<file path="src/rtl/irq_pkg.sv">
// Shared types and constants for the multi-source interrupt controller.
// Holds the FSM encoding, the register offsets and the priority-encoder helper.
package irq_pkg;

    typedef enum logic [1:0] {
        IDLE    = 2'd0,
        REQ     = 2'd1,
        SERVICE = 2'd2
    } stateT;

    localparam logic [2:0] IRQ_EN     = 3'd0;
    localparam logic [2:0] IRQ_PEND   = 3'd1;
    localparam logic [2:0] IRQ_MODE   = 3'd2;
    localparam logic [2:0] IRQ_ACTIVE = 3'd3;
    localparam logic [2:0] IRQ_SWTRIG = 3'd4;

    // Lowest set index wins; an empty vector returns 0.
    function automatic logic [2:0] lowestSet(input logic [7:0] vec);
        lowestSet = 3'd0;
        for (int i = 7; i >= 0; i--) begin
            if (vec[i]) lowestSet = 3'(i);
        end
    endfunction

endpackage

</file>
<file path="src/rtl/irq_sync_edge.sv">
// Per-source flip-flop synchroniser followed by a rising-edge detector.
// SYNC_STAGES must be at least 2.
module irq_sync_edge #(
    parameter int SYNC_STAGES = 2
) (
    input  logic clk,
    input  logic rst,
    input  logic asyncIn,
    output logic syncLevel,
    output logic rise
);

    logic [SYNC_STAGES-1:0] chain;
    logic                   syncD;

    // NOTE: sequential state uses non-blocking assignments so every flop samples pre-edge values.
    always_ff @(posedge clk or posedge rst) begin
        if (rst) begin
            chain <= '0;
            syncD <= 1'b0;
        end else begin
            chain <= {chain[SYNC_STAGES-2:0], asyncIn};
            syncD <= chain[SYNC_STAGES-1];
        end
    end

    assign syncLevel = chain[SYNC_STAGES-1];
    assign rise      = syncLevel & ~syncD;

endmodule

</file>
<file path="src/rtl/irq_ctrl.sv">
// Memory-mapped interrupt controller: pending/mask/mode registers, priority select
// and a single in-service tracker in front of the CPU interrupt_0 pair.
module irq_ctrl
    import irq_pkg::*;
#(
    parameter int          NUM_SRC     = 8,
    parameter logic [15:0] BASE_ADDR   = 16'h1080,
    parameter int          SYNC_STAGES = 2
) (
    input  logic               clk,
    input  logic               rst,
    input  logic [NUM_SRC-1:0] src_irq,
    input  logic [15:0]        io_addr,
    input  logic [7:0]         io_wdata,
    input  logic               io_we,
    input  logic               io_re,
    output logic [7:0]         io_rdata,
    output logic               irq_out,
    input  logic               irq_ack,
    output logic [2:0]         irq_id
);

    localparam logic [7:0] SRC_MASK = 8'((16'd1 << NUM_SRC) - 16'd1);

    logic [7:0] syncAll, riseAll;

    genvar g;
    generate
        for (g = 0; g < 8; g++) begin : gSrc
            if (g < NUM_SRC) begin : gInst
                irq_sync_edge #(.SYNC_STAGES(SYNC_STAGES)) uSync (
                    .clk       (clk),
                    .rst       (rst),
                    .asyncIn   (src_irq[g]),
                    .syncLevel (syncAll[g]),
                    .rise      (riseAll[g])
                );
            end else begin : gTie
                assign syncAll[g] = 1'b0;
                assign riseAll[g] = 1'b0;
            end
        end
    endgenerate

    stateT      state;
    logic [7:0] enReg, pendReg, modeReg;
    logic [2:0] activeId;

    logic [15:0] offset;
    logic        sel;
    logic [2:0]  regOff;
    logic        wrEn, wrPend, wrMode, wrActive, wrSwtrig;

    // Addresses below the base wrap to large offsets and fall outside the window.
    assign offset   = io_addr - BASE_ADDR;
    assign sel      = offset < 16'd5;
    assign regOff   = offset[2:0];
    assign wrEn     = io_we && sel && (regOff == IRQ_EN);
    assign wrPend   = io_we && sel && (regOff == IRQ_PEND);
    assign wrMode   = io_we && sel && (regOff == IRQ_MODE);
    assign wrActive = io_we && sel && (regOff == IRQ_ACTIVE);
    assign wrSwtrig = io_we && sel && (regOff == IRQ_SWTRIG);

    logic [7:0] reqVec, ackClr, edgeSet, edgeClr, pendNxt, enNxt, reqNxt;
    logic [2:0] winner;

    assign reqVec  = pendReg & enReg;
    assign winner  = lowestSet(reqVec);
    assign ackClr  = (state == REQ && irq_ack) ? ((8'd1 << winner) & modeReg) : 8'd0;
    assign edgeSet = riseAll | (wrSwtrig ? io_wdata : 8'd0);
    assign edgeClr = (wrPend ? io_wdata : 8'd0) | ackClr;

    // Any set beats any clear in edge mode; level mode just mirrors the synchronised line.
    always_comb begin
        // NOTE: default first so no path through the block leaves pendNxt unassigned (no latch).
        pendNxt = 8'd0;
        for (int i = 0; i < 8; i++) begin
            if (modeReg[i]) pendNxt[i] = edgeSet[i] | (pendReg[i] & ~edgeClr[i]);
            else            pendNxt[i] = syncAll[i];
        end
    end

    assign enNxt  = wrEn ? (io_wdata & SRC_MASK) : enReg;
    assign reqNxt = pendNxt & enNxt;

    always_ff @(posedge clk or posedge rst) begin
        if (rst) begin
            enReg    <= 8'd0;
            pendReg  <= 8'd0;
            modeReg  <= 8'd0;
            io_rdata <= 8'd0;
        end else begin
            enReg   <= enNxt;
            pendReg <= pendNxt;
            if (wrMode) modeReg <= io_wdata & SRC_MASK;
            if (io_re && sel) begin
                case (regOff)
                    IRQ_EN:     io_rdata <= enReg;
                    IRQ_PEND:   io_rdata <= pendReg;
                    IRQ_MODE:   io_rdata <= modeReg;
                    IRQ_ACTIVE: io_rdata <= {state == SERVICE, 4'b0000, activeId};
                    default:    io_rdata <= 8'd0;
                endcase
            end else begin
                io_rdata <= 8'd0;
            end
        end
    end

    // Looking at next-cycle request vector lets the registered irq_out/irq_id
    // drop and re-target in the same cycle the mask or pending bits change.
    always_ff @(posedge clk or posedge rst) begin
        if (rst) begin
            state    <= IDLE;
            irq_out  <= 1'b0;
            irq_id   <= 3'd0;
            activeId <= 3'd0;
        end else begin
            case (state)
                IDLE: begin
                    if (reqVec != 8'd0 && reqNxt != 8'd0) begin
                        state   <= REQ;
                        irq_out <= 1'b1;
                        irq_id  <= lowestSet(reqNxt);
                    end
                end
                REQ: begin
                    if (irq_ack) begin
                        state    <= SERVICE;
                        irq_out  <= 1'b0;
                        irq_id   <= winner;
                        activeId <= winner;
                    end else if (reqNxt == 8'd0) begin
                        state   <= IDLE;
                        irq_out <= 1'b0;
                        irq_id  <= 3'd0;
                    end else begin
                        irq_id <= lowestSet(reqNxt);
                    end
                end
                SERVICE: begin
                    if (wrActive) begin
                        state  <= IDLE;
                        irq_id <= 3'd0;
                    end
                end
                default: begin
                    state   <= IDLE;
                    irq_out <= 1'b0;
                    irq_id  <= 3'd0;
                end
            endcase
        end
    end

endmodule

</file>
<file path="config.mk">
export PLATFORM = sky130hd
export DESIGN_NAME = irq_ctrl
export DESIGN_NICKNAME = d
export VERILOG_FILES = /design/src/rtl/irq_pkg.sv /design/src/rtl/irq_sync_edge.sv /design/src/rtl/irq_ctrl.sv
export SDC_FILE = /design/constraint.sdc
export NUM_CORES = 1
export LEC_CHECK = 0
export CAP_MARGIN = 20
export CORE_ASPECT_RATIO = 0.7
export CORE_MARGIN = 2
export CORE_UTILIZATION = 57
export DETAILED_ROUTE_END_ITERATION = 8
export PLACE_DENSITY_LB_ADDON = 0.25
export SYNTH_ARGS = -nofsm -noshare
export SYNTH_HDL_FRONTEND = slang
export SYNTH_SLANG_ARGS = --single-unit
</file>
<file path="constraint.sdc">
create_clock -name clk -period 5.7 [get_ports clk]
set_clock_uncertainty 0.2 [all_clocks]
set_input_delay 1.14 -clock clk [delete_from_list [all_inputs] [get_ports clk]]
set_output_delay 1.14 -clock clk [all_outputs]
set_load 0.01 [all_outputs]
</file>
==> results.sh <==
export IMPL_slew_headroom_pct=47.1
export IMPL_postCtsHoldBufs=0
export IMPL_cp_max_fo=11
export IMPL_cts_root_buffer="clkbuf_8"
export IMPL_end_kind="register"
export IMPL_postCtsSetupRepairBufs=0
export IMPL_arrival_ns=4.65
export IMPL_grt_overflow=0
export IMPL_final_util_pct=73.0
export IMPL_rsz0062_at_grt="false"
export IMPL_hold_path_class="reg -> reg"
export IMPL_hold_viol_final=0
export IMPL_fp_dieW_um=91.8
export IMPL_vias=2549
export IMPL_grt_pass1_vias=2439
export IMPL_setup_violations=0
export IMPL_yosysUniqueCellTypes=54
export IMPL_die_y_um=65.4
export IMPL_p_int_mw=0.724
export IMPL_post_route_cells_drive_above_1_share_pct=12.0
export IMPL_grt_max_degree=66
export IMPL_final_setup_tns_ns=0
export IMPL_p_leak_nw=1.68
export IMPL_pwr_share_seq_pct=50.5
export IMPL_dp_hpwl_um=5400
export IMPL_wl_per_cell_um=18.3
export IMPL_ys_async_sr_fraction_pct=100
export IMPL_synth_fp_nets=314
export IMPL_clkTransAtPathRegs_ns=0.08
export IMPL_worst_r2r_cell_count=8
export IMPL_worstMarginPinSlew_ns=0.793
export IMPL_synth_enable_flop_cells=0
export IMPL_antenna_found_initial=0
export IMPL_cp_data_required_time_ns=5.74
export IMPL_ys_warn_count=0
export IMPL_cts_buffers=9
export IMPL_startpoint="io_addr[1]"
export IMPL_synth_top_area_cell="dfrtp_1"
export IMPL_initial_core_util_pct=58.8
export IMPL_synth_cells=276
export IMPL_p_total_mw=0.953
export IMPL_startpoint_type="input pin"
export IMPL_cts_tree="built"
export IMPL_cts_buffer_depth=2
export IMPL_cts_sinks=65
export IMPL_io_buffers=48
export IMPL_yosysTopAreaCellShare_pct=52.9
export IMPL_clock_latency_ns=0.35
export IMPL_viasPerCell=6.29
export IMPL_synth_area_um2=3070
export IMPL_p_sw_mw=0.229
export IMPL_hold_start="gSrc[0].gInst.uSync.chain[0]"
export IMPL_ant_nets=0
export IMPL_ys_ff_latch=65
export IMPL_vdd_drop_max_v=0.000163
export IMPL_r2r_start="enReg[2]"
export IMPL_firstDrtPassIters=5
export IMPL_max_freq_mhz=217
export IMPL_avgSynthCellArea_um2=11.1
export IMPL_p_clk_share_pct=41.8
export IMPL_finalMaxSlewViolations=0
export IMPL_wl_um=7400
export IMPL_syn_to_final_growth_pct=24.2
export IMPL_fin_crit_ns=4.61
export IMPL_swShare_pct=24.0
export IMPL_min_delay_path_depth=0
export IMPL_outcome="finished clean"
export IMPL_cts_resized=0
export IMPL_ios=49
export IMPL_gp_congestion=0.921
export IMPL_critical_path_class="in -> reg"
export IMPL_drt_initial_drc_count=187
export IMPL_core_um2=5230
export IMPL_p_comb_share_pct=7.6
export IMPL_final_nets=366
export IMPL_drv_cap=0
export IMPL_drcViolationCount=0
export IMPL_grt_pass1_wl_um=12400
export IMPL_synth_ff_type="dfrtp_1"
export IMPL_nFillCells=390
export IMPL_ys_seq_area_share_pct=52.9
export IMPL_antenna_cells=0
export IMPL_htreeDepth=3
export IMPL_fin_crit_sh_pct=80.9
export IMPL_track_usage_pct=27.4
export IMPL_whs_ns=0.151
export IMPL_synthTopCellsByArea="dfrtp_1, mux2_2, nand2_1"
export IMPL_fp_dieArea_um2=6000
export IMPL_rows=22
export IMPL_power_density_nw_per_um2=250
==> area by class of cell <==
| type | count | area (um^2) | area share [%] |
|---|---|---|---|
| clock buffers | 10 | 138 | 3.61 |
| clock inverters | 6 | 66.3 | 1.74 |
| inverters | 11 | 41.3 | 1.08 |
| multi-input cells | 190 | 1350 | 35.4 |
| flip-flops and latches | 65 | 1630 | 42.6 |
| well taps | 72 | 90.1 | 2.36 |
| repair buffers | 51 | 503 | 13.2 |
==> Yosys cell counts (8+ instances only) <==
master / n
dfrtp_1: 65
a21oi_1: 9
a31oi_1: 8
a22oi_1: 10
a21boi_0: 9
nor2_1: 12
nand2_1: 27
nand4_1: 8
inv_1: 10
o21ai_0: 14
mux2_2: 10
==> final timing paths <==
check / endpoint / slack (ns)
max in group asynchronous: gSrc[3].gInst.uSync.chain[1] / 3.64
min reg2reg: gSrc[0].gInst.uSync.chain[1] / 0.15
min: gSrc[0].gInst.uSync.chain[1] / 0.15
min in group asynchronous: gSrc[4].gInst.uSync.chain[0] / 1.12
max reg2reg: irq_id[1] / 2.30
max: irq_id[1] / 1.09
==> stage by stage <==
| step | worst slack (ns) | instance area, um^2 | std cells |
|---|---|---|---|
| after floorplan | 1.71 | 3070 | 276 |
| after global placement | 0.929 | 3610 | 389 |
| after detailed placement | 0.792 | 3610 | 389 |
| after CTS | 1.17 | 3820 | 405 |
| after global routing | 0.903 | 3820 | 405 |
| final | 1.09 | 3820 | 405 |
==> sequential cells by signal (all words and copies together) (netlist names) <==
signal / cells
activeId: 3
enReg: 8
gSrc.gInst.uSync.chain: 16
gSrc.gInst.uSync.syncD: 8
io_rdata: 8
irq_id: 3
irq_out: 1
modeReg: 8
pendReg: 8
state: 2
==> power groups by stage <==
| stage | logic [mW] | registers [mW] | clock network (mW) |
|---|---|---|---|
| after floorplan | 0.0340 | 0.487 | 0 |
| after detailed placement | 0.0723 | 0.490 | 0 |
| after global placement | 0.0713 | 0.490 | 0 |
| final | 0.0728 | 0.481 | 0.399 |
| after CTS | 0.0726 | 0.481 | 0.408 |
| after global routing | 0.0801 | 0.483 | 0.427 |
==> layout by cell type (no fill, tap or decap), types with 2 or more instances in the layout <==
master / count
dfrtp_1: 65
clkdlybuf4s50_1: 48
nand2_1: 27
o21ai_0: 14
nor2_1: 12
mux2_2: 10
a22oi_1: 10
clkbuf_8: 10
a21boi_0: 9
inv_1: 9
a21oi_1: 9
a31oi_1: 8
nand4_1: 8
nor2b_1: 7
nand3_1: 7
mux2i_1: 5
a22o_1: 5
a41oi_1: 5
and2_1: 4
mux4_2: 4
and4_1: 3
nor4_1: 3
clkinvlp_4: 3
buf_4: 3
and3b_1: 2
nor3_1: 2
and3_1: 2
or4_1: 2
a221oi_1: 2
inv_2: 2
a211o_1: 2
a41o_1: 2
o41ai_1: 2
a211oi_1: 2
a21o_1: 2
==> metal layers <==
metal  GRT usage (%)  vias up  wire, um
met5               0        -         0
li1                -     1159         -
met4            8.02        0        89
met1            39.1     1251      3220
met3            7.11       10       740
met2            42.1      129      3350
==> critical path, stage by stage <==
cell	delay, ns
clkdlybuf4s50_1	0.71
nor2b_1	0.75
nand3_1	0.13
o21ai_0	0.25
a22oi_1	0.17
a2111o_1	0.48
o311ai_1	0.39
and2_1	0.27
mux2_2	0.36
==> cells by family after synthesis <==
| family | after synthesis | share of synthesized area [%] |
|---|---|---|
| mux | 21 | 9.08 |
| fa+ha+maj | 1 | 0.407 |
| xor+xnor | 2 | 0.570 |
| buf+inv | 21 | 3.05 |
| compound gates | 80 | 18.4 |
| flops | 65 | 52.9 |
| simple gates | 86 | 15.5 |
(Power assumes the default switching activity.)
